$ cat src/rtl/sweep_ctrl.sv
// Exhaustive 4-input sweep controller. Drives every vector {X,Y,W,Z} = 0..15,
// lets the circuits under test settle, then compares a reference output against
// a gate-level output with four-state semantics and reports the results.
module sweep_ctrl #(
  parameter int unsigned SETTLE = 1  // wait cycles between apply and sample, 1..7
) (
  input  logic       clk,
  input  logic       reset,
  input  logic       start,
  input  logic       S_ref,
  input  logic       S_dut,
  output logic       X,
  output logic       Y,
  output logic       W,
  output logic       Z,
  output logic       busy,
  output logic       done,
  output logic       match,
  output logic [4:0] err_count,
  output logic [3:0] first_err,
  output logic       first_err_valid,
  output logic [4:0] ones_count
);

  typedef enum logic [2:0] {
    IDLE,
    APPLY,
    WAIT,
    SAMPLE,
    DONE
  } state_e;

  localparam logic [2:0] SETTLE_CNT = 3'(SETTLE);

  state_e     state_q, state_d;
  logic [3:0] idx_q, idx_d;
  logic [3:0] vec_q, vec_d;
  logic [2:0] settle_q, settle_d;
  logic [4:0] err_q, err_d;
  logic [4:0] ones_q, ones_d;
  logic [3:0] first_err_q, first_err_d;
  logic       fev_q, fev_d;
  logic       match_q, match_d;

  // An x or z on either side is a mismatch; only a known 1 counts as a one.
  logic mismatch;
  logic ref_one;
  assign mismatch = (S_ref !== S_dut);
  assign ref_one  = (S_ref === 1'b1);

  // State and datapath registers, cleared asynchronously by reset.
  always_ff @(posedge clk or posedge reset) begin
    if (reset) begin
      state_q     <= IDLE;
      idx_q       <= '0;
      vec_q       <= '0;
      settle_q    <= '0;
      err_q       <= '0;
      ones_q      <= '0;
      first_err_q <= '0;
      fev_q       <= 1'b0;
      match_q     <= 1'b0;
    end else begin
      // NOTE: non-blocking assignments so every register samples pre-edge values.
      state_q     <= state_d;
      idx_q       <= idx_d;
      vec_q       <= vec_d;
      settle_q    <= settle_d;
      err_q       <= err_d;
      ones_q      <= ones_d;
      first_err_q <= first_err_d;
      fev_q       <= fev_d;
      match_q     <= match_d;
    end
  end

  // Next-state and datapath update for the sweep sequence.
  always_comb begin
    // NOTE: every _d defaults to its register so no path can infer a latch.
    state_d     = state_q;
    idx_d       = idx_q;
    vec_d       = vec_q;
    settle_d    = settle_q;
    err_d       = err_q;
    ones_d      = ones_q;
    first_err_d = first_err_q;
    fev_d       = fev_q;
    match_d     = match_q;

    unique case (state_q)
      IDLE: begin
        if (start) begin
          idx_d       = '0;
          err_d       = '0;
          ones_d      = '0;
          first_err_d = '0;
          fev_d       = 1'b0;
          match_d     = 1'b0;
          state_d     = APPLY;
        end
      end
      APPLY: begin
        vec_d    = idx_q;
        settle_d = SETTLE_CNT;
        state_d  = WAIT;
      end
      WAIT: begin
        settle_d = settle_q - 3'd1;
        if (settle_q == 3'd1) state_d = SAMPLE;
      end
      SAMPLE: begin
        if (mismatch) begin
          // At most 16 samples per sweep, so the 5-bit count never wraps.
          err_d = err_q + 5'd1;
          if (!fev_q) begin
            first_err_d = idx_q;
            fev_d       = 1'b1;
          end
        end
        if (ref_one) ones_d = ones_q + 5'd1;
        if (idx_q == 4'd15) begin
          state_d = DONE;
        end else begin
          idx_d   = idx_q + 4'd1;
          state_d = APPLY;
        end
      end
      DONE: begin
        match_d = (err_q == 5'd0);
        state_d = IDLE;
      end
      default: state_d = IDLE;
    endcase
  end

  assign {X, Y, W, Z}    = vec_q;
  assign busy            = (state_q != IDLE);
  assign done            = (state_q == DONE);
  assign match           = match_q;
  assign err_count       = err_q;
  assign first_err       = first_err_q;
  assign first_err_valid = fev_q;
  assign ones_count      = ones_q;

endmodule

$ cat config.mk
export PLATFORM = sky130hd
export DESIGN_NAME = sweep_ctrl
export DESIGN_NICKNAME = d
export VERILOG_FILES = /design/src/rtl/sweep_ctrl.sv
export SDC_FILE = /design/constraint.sdc
export NUM_CORES = 1
export LEC_CHECK = 0
export ABC_CLOCK_PERIOD_IN_PS = 2550
export BUFFER_PORTS_ARGS = -buffer_cell sky130_fd_sc_hd__buf_4
export CORE_MARGIN = 3
export CORE_UTILIZATION = 55
export DETAILED_ROUTE_END_ITERATION = 6
export PLACE_DENSITY = 0.81
export REMOVE_ABC_BUFFERS = 1
export SETUP_SLACK_MARGIN = 0.1
export SYNTH_ARGS = -nofsm -noshare
export SYNTH_HDL_FRONTEND = slang
export SYNTH_SLANG_ARGS = --single-unit
$ cat constraint.sdc
create_clock -name clk -period 2.55 [get_ports clk]
set_input_delay 0.255 -clock clk [delete_from_list [all_inputs] [get_ports clk]]
set_output_delay 0.255 -clock clk [all_outputs]
set_load 0.02 [all_outputs]
# Yosys cells after proc, flatten, opt, wreduce, memory -nomap -nowiden
# Index checks and enable logic that the tools add are counted.
[totals]
ff_bits = 30
in_bits = 5
output_inout_bits = 22
wordCells = 59
[classes]
add_sub_neg = 4
eq_ne = 14
muxes = 20
n_reduce_logical = 12
[op_table]
columns = ["cell", "count"]
rows = [
  ["case mux 5 bit (2 select lines)", 2],
  ["two-way mux 4 bit", 4],
  ["case mux 4 bit (2 select lines)", 2],
  ["two-way mux 5 bit", 3],
  ["!= test 2 bit, second input constant", 6],
  ["case mux 3 bit (4 select lines)", 1],
  ["adder 5 x 1 -> 5 bit, second input constant", 2],
  ["two-way mux 3 bit", 3],
  ["AND reduction 3 bit", 3],
  ["== test 3 x 1 -> 1 bit, second input constant", 2],
  ["== test 3 x 2 -> 1 bit, second input constant", 2],
  ["case mux 3 bit (2 select lines)", 1],
  ["nonzero test 2 bit", 3],
  ["logical NOT 5 bit", 1],
  ["adder 4 x 1 -> 4 bit, second input constant", 1],
  ["== test 4 bit, second input constant", 1],
  ["case mux 1 bit (2 select lines)", 2],
  ["AND reduction 2 bit", 2],
  ["AND reduction 4 bit", 1],
  ["== test 3 bit, second input constant", 1],
  ["logical NOT 3 bit", 1],
  ["nonzero test 3 bit", 1],
  ["subtractor 3 x 1 -> 3 bit, second input constant", 1],
  ["two-way mux 1 bit", 2],
  ["2 further kinds", 2],
]

# Logic depth before layout (Yosys ltp)
# Gate-level depths: netlist (run 1).
[depth]
depth_word = 3
depth_mapped = 5
mapped_depth_nobuf = 5

# Worst setup path before layout (run 1)
# No wires, ideal clock.
[synth_timing]
path_kind = "register to register"
startpoint = "reg state_q[0]"
endpoint = "reg match_q (netlist: match)"
setup_time_ps = 159
arrival_ps = 1495
required_ps = 2391
path_slack_ps = 896
path_stages_with_launch = 5
path_buffers = 2
period_less_slack_ps = 1654
cell_sequence = "dfrtp_1 > buf_2 > buf_1 > nor3b_1 > o21ai_0"
[synth_between]
elab_chain_len = 3
word_cells_on_any_way = 6
cone_classes = "eq/ne (2); mux (1); reduce/logical (3)"
[synth_lines]
columns = ["element", "line", "source"]
rows = [
  ["from (decl)", "35", "state_e state_q, state_d;"],
  ["from (signal assigned)", "65", "state_q <= state_d;"],
  ["== test 3 bit *", "--", ""],
  ["via done", "17", "output logic done,"],
  ["nonzero test 2 bit (no source line)", "--", ""],
  ["AND reduction 2 bit (no source line)", "--", ""],
  ["to (signal assigned)", "73", "match_q <= match_d;"],
  ["to (decl)", "43", "logic match_q, match_d;"],
]
# The timed path passes the listed nets; every way through them passes the cells marked *.
# A chain may end at the register's enable or synchronous reset.

# Worst setup path after layout (run 1)
[layout_timing]
startpoint = "reg state_q[0]"
endpoint = "reg first_err_q[0] (netlist: first_err[0])"
[layout_between]
elab_chain_len = 3
word_cells_on_any_way = 8
cone_classes = "eq/ne (4); mux (1); reduce/logical (3)"
[layout_lines]
columns = ["element", "line", "source"]
rows = [
  ["== test 3 x 2 -> 1 bit or logical NOT 3 bit (tied branches)", "90", "unique case (state_q)"],
  ["!= test 2 bit (no source line) or nonzero test 2 bit (tied branches)", "--", ""],
  ["AND reduction 4 bit (no source line)", "--", ""],
  ["to (signal assigned)", "71", "first_err_q <= first_err_d;"],
  ["to (decl)", "41", "logic [3:0] first_err_q, first_err_d;"],
]
# Several ways; a longest one is shown, not always the timed one.

==> summary.txt, run 1 <==
Final setup violation count - 0
register area - 750.7 µm²
wire length per cell - 14.91 µm
Static Leak - 0.8875 nW
WHS - 2.514 ps
Root Buffer Master - clkbuf_4
post-synth top area cell - dfrtp_1
largest net degree at the start of global routing - 31
synthesized area - 1554 µm²
Clock Skews - 10.17 ps
DRC - 0
GRT Util Overall - 20.32%
Worst slew margin - 55.94%
worst hold path type - in -> async
count of cell types in the netlist - 41
antenna violations before repair - 0
1st-pass router iterations - 4
total congestion overflow - 0
DP HPWL - 2.242 mm
Tmin final - 1880 ps
Row Count - 18
Syn Inst Count - 151
Diodes inserted - 0
CP Capture Type - register
initial core utilization - 60.00%
Num Clock Sinks - 30
clk_lat worst skew - 320 ps
TritonCTS clock tree - done
total power per unit cell area - 1159 nW/µm²
full die area - 3499 µm²
die height - 59.16 µm
first-pass GRT wire length - 5.368 mm
Area contributors post-synth - dfrtp_1 48%, mux2_2 5.1%, ha_1 4.8%
layout cell share with drive strength beyond 1 - 24.58%
io pins - 27
post-synth top area share - 48.31%
Seq/Total Area, Yosys - 48.31%
end of the worst register-to-register path - first_err[0]$_DFFE_PP0P_
Total Wirelength - 3.117 mm
status - finished, final reports clean
fmax - 0.5319 GHz
# hold bufs at CTS - 0
GP Congestion - 0.8068
fin nets - 190
Post-CTS Setup Bufs - 0
PortBufs - 26
vias in the first global route - 1224
crit path max fanout - 18
Num CTS Buffers - 5
post-CTS sizing - 0
Final Hold Fails - 0
area of the multi-input gates - 724.4 µm²
number of routed nets with antenna violations - 0
# fillers - 192
Max VDD drop - 841.3 µV
Worst-Margin Slew - 655.9 ps
CTS clk-pin slew, worst paths - 90 ps
DR vias - 1248
fin. max-slew vios - 0
H-tree depth - 2
Crit Reg-Reg Startpoint - state_q[0]$_DFFE_PP0P_
Die W - 59.16 µm
setup tns final - 0 ps
RSZ-0062 raised after global routing - no
worst reg2reg setup slack - 670 ps
Max-cap violations - 0
Critical Path RT - 2790 ps
WP data arrival - 2120 ps
Area growth, synth to finish - 19.24%
period utilization - 73.72%
Iter 0 DRT Violations - 57
Seq cells post-synth - 30
crit start category - register
clk buf depth - 2
Syn. warnings - 0
Core Box Area - 2590 µm²
critical path type - reg -> reg
Reg2Reg Depth - 4
syn avg cell area - 10.29 µm²
Via-to-Cell Ratio - 5.971
## worst max path at each step
stage	to	cells after the start	slack, ps	from
2_1_floorplan	first_err[0]$_DFFE_PP0P_	3	840	state_q[0]$_DFFE_PP0P_
3_3_place_gp	first_err[2]$_DFFE_PP0P_	4	780	state_q[0]$_DFFE_PP0P_
3_5_place_dp	first_err[2]$_DFFE_PP0P_	4	680	state_q[0]$_DFFE_PP0P_
4_1_cts	vec_q[1]$_DFFE_PP0P_	3	670	state_q[0]$_DFFE_PP0P_
5_1_grt	first_err[0]$_DFFE_PP0P_	4	550	state_q[0]$_DFFE_PP0P_
6_report	first_err[0]$_DFFE_PP0P_	4	670	state_q[0]$_DFFE_PP0P_
## stage by stage
| stage | setup slack (ps) | utilization [%] | instances | total power [W] | area [µm²] |
|---|---|---|---|---|---|
| 6_report | 670.0 | 71.55 | 209 | 0.002148 | 1853 |
| 5_1_grt | 553.6 | 71.55 | 209 | 0.002315 | 1853 |
| 3_3_place_gp | 777.4 | 68.41 | 202 | 0.001736 | 1772 |
| 2_1_floorplan | 835.4 | - | 144 | 0.001434 | 1524 |
| 4_1_cts | 667.7 | 71.55 | 209 | 0.002166 | 1853 |
| 3_5_place_dp | 684.9 | 68.41 | 202 | 0.001774 | 1772 |
## cell usage after synthesis
cell type	count
and2_1	1
clkbuf_1	3
nand4b_1	1
nor4bb_1	1
o22ai_1	2
nand3_1	13
ha_1	6
o21ai_0	5
and3b_1	1
a21o_1	3
or3_1	3
xnor2_1	4
dfrtp_1	30
nor4b_2	1
a21oi_1	7
buf_2	3
a221o_1	2
nor2b_1	1
mux2i_1	4
a221oi_1	1
nand3b_1	1
and4b_1	1
o211ai_1	3
o2111ai_1	1
buf_1	1
nor2_1	4
nor3b_1	2
nand2b_1	1
mux2_2	7
nor4b_1	2
xor2_1	1
or4b_4	1
nand4_1	1
inv_1	13
o31ai_1	1
o22a_1	1
nor4_1	1
nand2_1	9
and3_1	1
a22o_1	1
nor3_1	6
## cells in the final DEF, fill, tap and decap left out, types with 2 or more instances in the layout
master    count
xnor2_1       4
clkbuf_4      5
dfrtp_1      30
nor2_1        4
ha_1          6
mux2i_1       4
or3_1         3
o211ai_1      3
nand3_1      13
buf_4        28
inv_1        13
o21ai_0       5
nor3_1        6
o22ai_1       2
nor4b_1       2
a21oi_1       7
nor3b_1       2
mux2_2        7
a221o_1       2
a21o_1        3
nand2_1       9
## state kept, by name, indices dropped and copies added (netlist names)
register	count
err_count	5
first_err	4
first_err_valid	1
idx_q	4
match	1
ones_count	5
settle_q	3
state_q	3
vec_q	4
## where the power goes
part / switching (W) / internal [W] / total, W
Combinational: 0.000496 / 0.000427 / 0.000923
Clock: 0.000152 / 0.000228 / 0.000380
Sequential: 0.000210 / 0.000635 / 0.000844
## kinds of logic (layout without fill, tap and decap cells)
family	count (synthesis)	count (layout)	share of synthesized area, %
and+or+nand+nor	52	52	19.73
muxes	11	11	7.649
adders and majority gates	6	6	4.831
DFF	30	30	48.31
xor gates and xnor gates	5	5	2.818
AOI/OAI and AO/OA	27	27	11.59
buffers and inverters	20	48	5.072
## final cells by class
class                           count  share of cell area (%)
Clock buffer                        6                   2.768
Sequential cell                    30                   40.51
Inverter                           13                   2.633
Timing Repair Buffer               28                   11.34
Tap cell                           30                   2.026
Clock inverter                      1                   1.621
Multi-Input combinational cell    101                   39.10
## per-layer routing
| metal | vias to the layer above | global-route usage (%) | share of wire (%) |
|---|---|---|---|
| li1 | 595 | - | - |
| met1 | 594 | 24.58 | 42 |
| met2 | 51 | 34.07 | 50 |
| met3 | 8 | 5.011 | 6.4 |
| met4 | 0 | 9.061 | 1.6 |
| met5 | - | 0 | 0 |
## critical path, stage by stage, from the launching register on
cell	delay [ps]
dfrtp_1	670
nand3b_1	130
buf_4	190
nor3_1	550
mux2i_1	270
Power figures use the tool's default switching activity.
==> inputs of run 2 (changes only) <==
ABC_CLOCK_PERIOD_IN_PS = 1770   (was 2550)
clock period = 1.77 ns   (was 2.55 ns; I/O delays follow)
==> run 2 against run 1 <==
  * Final area rose by 4.2%
  * Hold slack better by 180 ps
  * Core utilization is 3.0 points higher
  * Sequential share of layout area fell by 1.6 points
  * First-iteration DRC count increased by 40%
  * Clock skew down 6.1 ps
  * Via count is 2.6% higher
  * Global-route usage grew 1.3 points
==> summary.txt, run 2 (synthesis results as in run 1) <==
clk_lat worst skew - 330 ps
Die W - 59.16 µm
fin nets - 202
DRC - 0
most frequent cells in the layout - 39 x buf_4, 29 x dfrtp_1, 13 x nand3_1, 13 x inv_1, 9 x nand2_1
antenna violations before repair - 0
Sw Share - 41.27%
DP HPWL - 2.416 mm
largest net degree at the start of global routing - 31
H-tree depth - 2
Worst slew margin - 74.57%
power share of the clock group - 13.6%
Total Wirelength - 3.337 mm
register area - 752.0 µm²
total congestion overflow - 0
commonest non-fill, non-tap cell in the layout - buf_4
pre-CTS WS - 176.6 ps
die height - 59.16 µm
PnR worst setup slack - 161.3 ps
Tmin final - 1609 ps
layout cell share with drive strength beyond 1 - 29.69%
Num Clock Sinks - 30
Core Box Area - 2590 µm²
status - finished, final reports clean
DR vias - 1280
1st-pass router iterations - 4
area of the multi-input gates - 729.5 µm²
Clock Skews - 4.024 ps
Switch Pwr - 0.001295 W
Area growth, synth to finish - 24.24%
crit path max fanout - 12
Max VDD drop - 1158 µV
PortBufs - 26
wire length per cell - 15.03 µm
full die area - 3499 µm²
Worst-Margin Slew - 380.1 ps
number of routed nets with antenna violations - 0
Final setup violation count - 0
Static Leak - 0.9358 nW
GP Congestion - 0.8328
Critical Path RT - 2000 ps
Iter 0 DRT Violations - 80
RSZ-0062 raised after global routing - no
Max-cap violations - 0
fin. max-slew vios - 0
Seq pwr share - 36.6%
GRT Util Overall - 21.59%
Root Buffer Master - clkbuf_4
io pins - 27
vias in the first global route - 1239
# fillers - 176
Diodes inserted - 0
worst hold path type - in -> reg
period utilization - 90.89%
CTS clk-pin slew, worst paths - 90 ps
setup tns final - 0 ps
Final Hold Fails - 0
total power per unit cell area - 1625 nW/µm²
critical path type - reg -> reg
Via-to-Cell Ratio - 5.766
fmax - 0.6216 GHz
Logic pwr share - 49.7%
Row Count - 18
TritonCTS clock tree - done
WHS - 187.3 ps
Num CTS Buffers - 5
Internal - 0.001843 W
clk buf depth - 2
initial core utilization - 60.00%
first-pass GRT wire length - 5.568 mm
crit start category - register
CP Capture Type - register
WP data arrival - 1840 ps
-- run 2: final timing paths --
kind                                               end  slack (ps)                        start  depth (start not counted)
max                          ones_count[4]$_DFFE_PP0P_         160       state_q[0]$_DFFE_PP0P_                          4
min                             state_q[0]$_DFFE_PP0P_         190                        start                          3
max reg2reg                  ones_count[4]$_DFFE_PP0P_         160       state_q[0]$_DFFE_PP0P_                          4
min reg2reg                first_err_valid$_DFFE_PP0P_         520  first_err_valid$_DFFE_PP0P_                          1
max in group asynchronous       state_q[2]$_DFFE_PP0P_        1010                        reset                          4
min in group asynchronous     err_count[4]$_DFFE_PP0P_         470                        reset                          4
-- run 2: final cells by class --
type | instances | area share [%]
Tap cell | 30 | 1.944
Timing Repair Buffer | 40 | 15.68
Inverter | 13 | 2.528
Clock inverter | 1 | 0.2592
Clock buffer | 7 | 2.852
Multi-Input combinational cell | 101 | 37.78
Sequential cell | 30 | 38.95
-- run 2: stage by stage --
step	instance area [µm²]	instances	total power [W]	utilization, %
2_1_floorplan	1524	144	0.002066	-
4_1_cts	1894	218	0.003086	73.14
3_5_place_dp	1824	209	0.002652	70.43
6_report	1931	222	0.003138	74.54
3_3_place_gp	1824	209	0.002582	70.43
5_1_grt	1931	222	0.003386	74.54
-- run 2: timing repair --
item / CTS / global route
setup endpoints to repair: 0 / 10
hold endpoints to repair: 30 / 0
setup buffers: 0 / 4
resized for setup: 0 / 2
hold buffers: 1 / 0
-- run 2: layer usage --
metal  wire, µm  GRT usage [%]  up-vias  part of all wire [%]
met4         55          9.709        0                   1.6
met2       1655          36.59       34                    50
met3        209          5.229        7                   6.3
met5          0              0        -                     0
met1       1417          25.84      613                    42
li1           -              -      626                     -
-- run 2: power by group through the flow --
stage	clock, W	sequential, W	combinational, W
final	0.000428	0.00115	0.00156
after global routing	0.000471	0.00119	0.00172
after floorplan	0	0.00133	0.000731
after CTS	0.000439	0.00115	0.00150
after detailed placement	0	0.00116	0.00149
after global placement	0	0.00114	0.00144
-- run 2: worst max-delay path, stage by stage, from the launching register on --
cell	delay, ps
dfrtp_1	490
buf_4	230
and4b_1	260
mux2_2	350
a21o_1	170
==> inputs of run 3 (changes only) <==
PLACE_DENSITY = 0.83   (was 0.81)
==> run 3 against run 2 <==
  * Total power fell by 0.12%
  * Critical path depth fell by 1
  * Cell count did not move
  * Flip-flop and latch count did not move
  * Worst setup slack got worse by 17 ps
  * Die area did not move
  * Clock-buffer cell count did not move
  * Via count rose by 1.7%
  * Non-clock buffer count did not move
  * First-iteration DRC count fell by 44%
  * Critical path type is now reg -> out
==> summary.txt, run 3 (synthesis results as in run 1) <==
status - finished, final reports clean
Via-to-Cell Ratio - 5.865
Die W - 59.16 µm
clk buf depth - 2
placed instance area - 1824 µm²
crit path max fanout - 8
CP Capture Type - primary output
GRT Util Overall - 21.75%
first-pass GRT wire length - 5.568 mm
WHS - 192.2 ps
Worst-Margin Slew - 401.4 ps
crit start category - register
PnR worst setup slack - 144.6 ps
GP Congestion - 0.8096
TritonCTS clock tree - done
Max-cap violations - 0
full die area - 3499 µm²
die height - 59.16 µm
fin nets - 202
io pins - 27
Core Box Area - 2590 µm²
period utilization - 91.83%
clk_lat worst skew - 330 ps
Static Leak - 0.9402 nW
most frequent cells in the layout - 37 x buf_4, 28 x dfrtp_1, 13 x nand3_1, 13 x inv_1, 9 x nand2_1
initial core utilization - 60.00%
Critical Path RT - 1590 ps
DP HPWL - 2.329 mm
H-tree depth - 2
PortBufs - 26
Diodes inserted - 0
total congestion overflow - 0
vias in the first global route - 1286
RSZ-0062 raised after global routing - no
DRC - 0
antenna violations before repair - 0
Num CTS Buffers - 5
DR vias - 1302
fmax - 0.6152 GHz
largest net degree at the start of global routing - 31
Final setup violation count - 0
layout cell share with drive strength beyond 1 - 30.73%
worst hold path type - in -> reg
Worst slew margin - 73.14%
number of routed nets with antenna violations - 0
Num Clock Sinks - 30
Area growth, synth to finish - 25.12%
Total Wirelength - 3.357 mm
pre-CTS WS - 141.8 ps
CTS clk-pin slew, worst paths - 100 ps
cell area after layout - 1944 µm²
Row Count - 18
1st-pass router iterations - 4
Max VDD drop - 1196 µV
Power Total - 0.003134 W
commonest non-fill, non-tap cell in the layout - buf_4
wire length per cell - 15.12 µm
Clock Skews - 16.12 ps
Tmin final - 1625 ps
WP data arrival - 1450 ps
Root Buffer Master - clkbuf_4
fin. max-slew vios - 0
Iter 0 DRT Violations - 45
total power per unit cell area - 1612 nW/µm²
setup tns final - 0 ps
Final Hold Fails - 0
critical path type - reg -> out
==> run 3: cell types whose count changed in the layout (fill, tap and decap cells not counted) <==
cell     delta
buf_4       -2
buf_6       +2
dfrtp_1     -1
dfrtp_2     +1
or3_1       -1
or3_4       +1
==> run 3: worst max-delay path, stage by stage (launching register included) <==
cell and delay [ps]:
dfrtp_2 450, buf_6 140, or3_4 380, buf_6 140
==> run 3: repair_timing <==
action                                  in CTS  in global routing
endpoints found under the setup margin       2                 14
pin swaps                                    0                  1
cloned                                       0                  0
hold buffers                                 1                  0
resized for setup                            2                  4
setup buffers                                2                  2
endpoints found under the hold margin       30                  0
==> run 3: routing by layer <==
layer	up-vias	part of all wire (%)	GRT usage [%]
met3	8	6.2	6.754
met5	-	0	0
met1	632	43	25.91
met4	0	2.9	14.56
li1	622	-	-
met2	40	47	33.60
==> run 3: metrics by stage <==
step,instances,util [%]
6_report,222,75.07
5_1_grt,222,75.07
4_1_cts,220,73.96
3_5_place_dp,209,70.43
3_3_place_gp,209,70.43
2_1_floorplan,144,-
==> run 3: worst paths after layout <==
kind	slack [ps]	to	cells after the start	start
worst max-delay path	140	busy	3	state_q[2]$_DFFE_PP0P_
worst max register to register	180	vec_q[3]$_DFFE_PP0P_	5	state_q[0]$_DFFE_PP0P_
worst min-delay path	190	state_q[0]$_DFFE_PP0P_	3	start
min in group asynchronous	460	err_count[4]$_DFFE_PP0P_	4	reset
worst min register to register	520	vec_q[1]$_DFFE_PP0P_	1	vec_q[1]$_DFFE_PP0P_
max in group asynchronous	1000	state_q[0]$_DFFE_PP0P_	4	reset
==> run 3: final cells by class <==
type	instances	area (µm²)
inverter	13	48.80
clock inverter	1	5.005
sequential	30	753.2
multi-input combinational	101	734.5
clock buffer	7	55.05
timing repair buffer	40	310.3
fill	168	645.6
tap	30	37.54
==> run 3: where the power goes <==
part           internal [W]  switching [W]
clock network      0.000192       0.000228
logic              0.000726       0.000821
registers          0.000918       0.000247
total               0.00184        0.00130
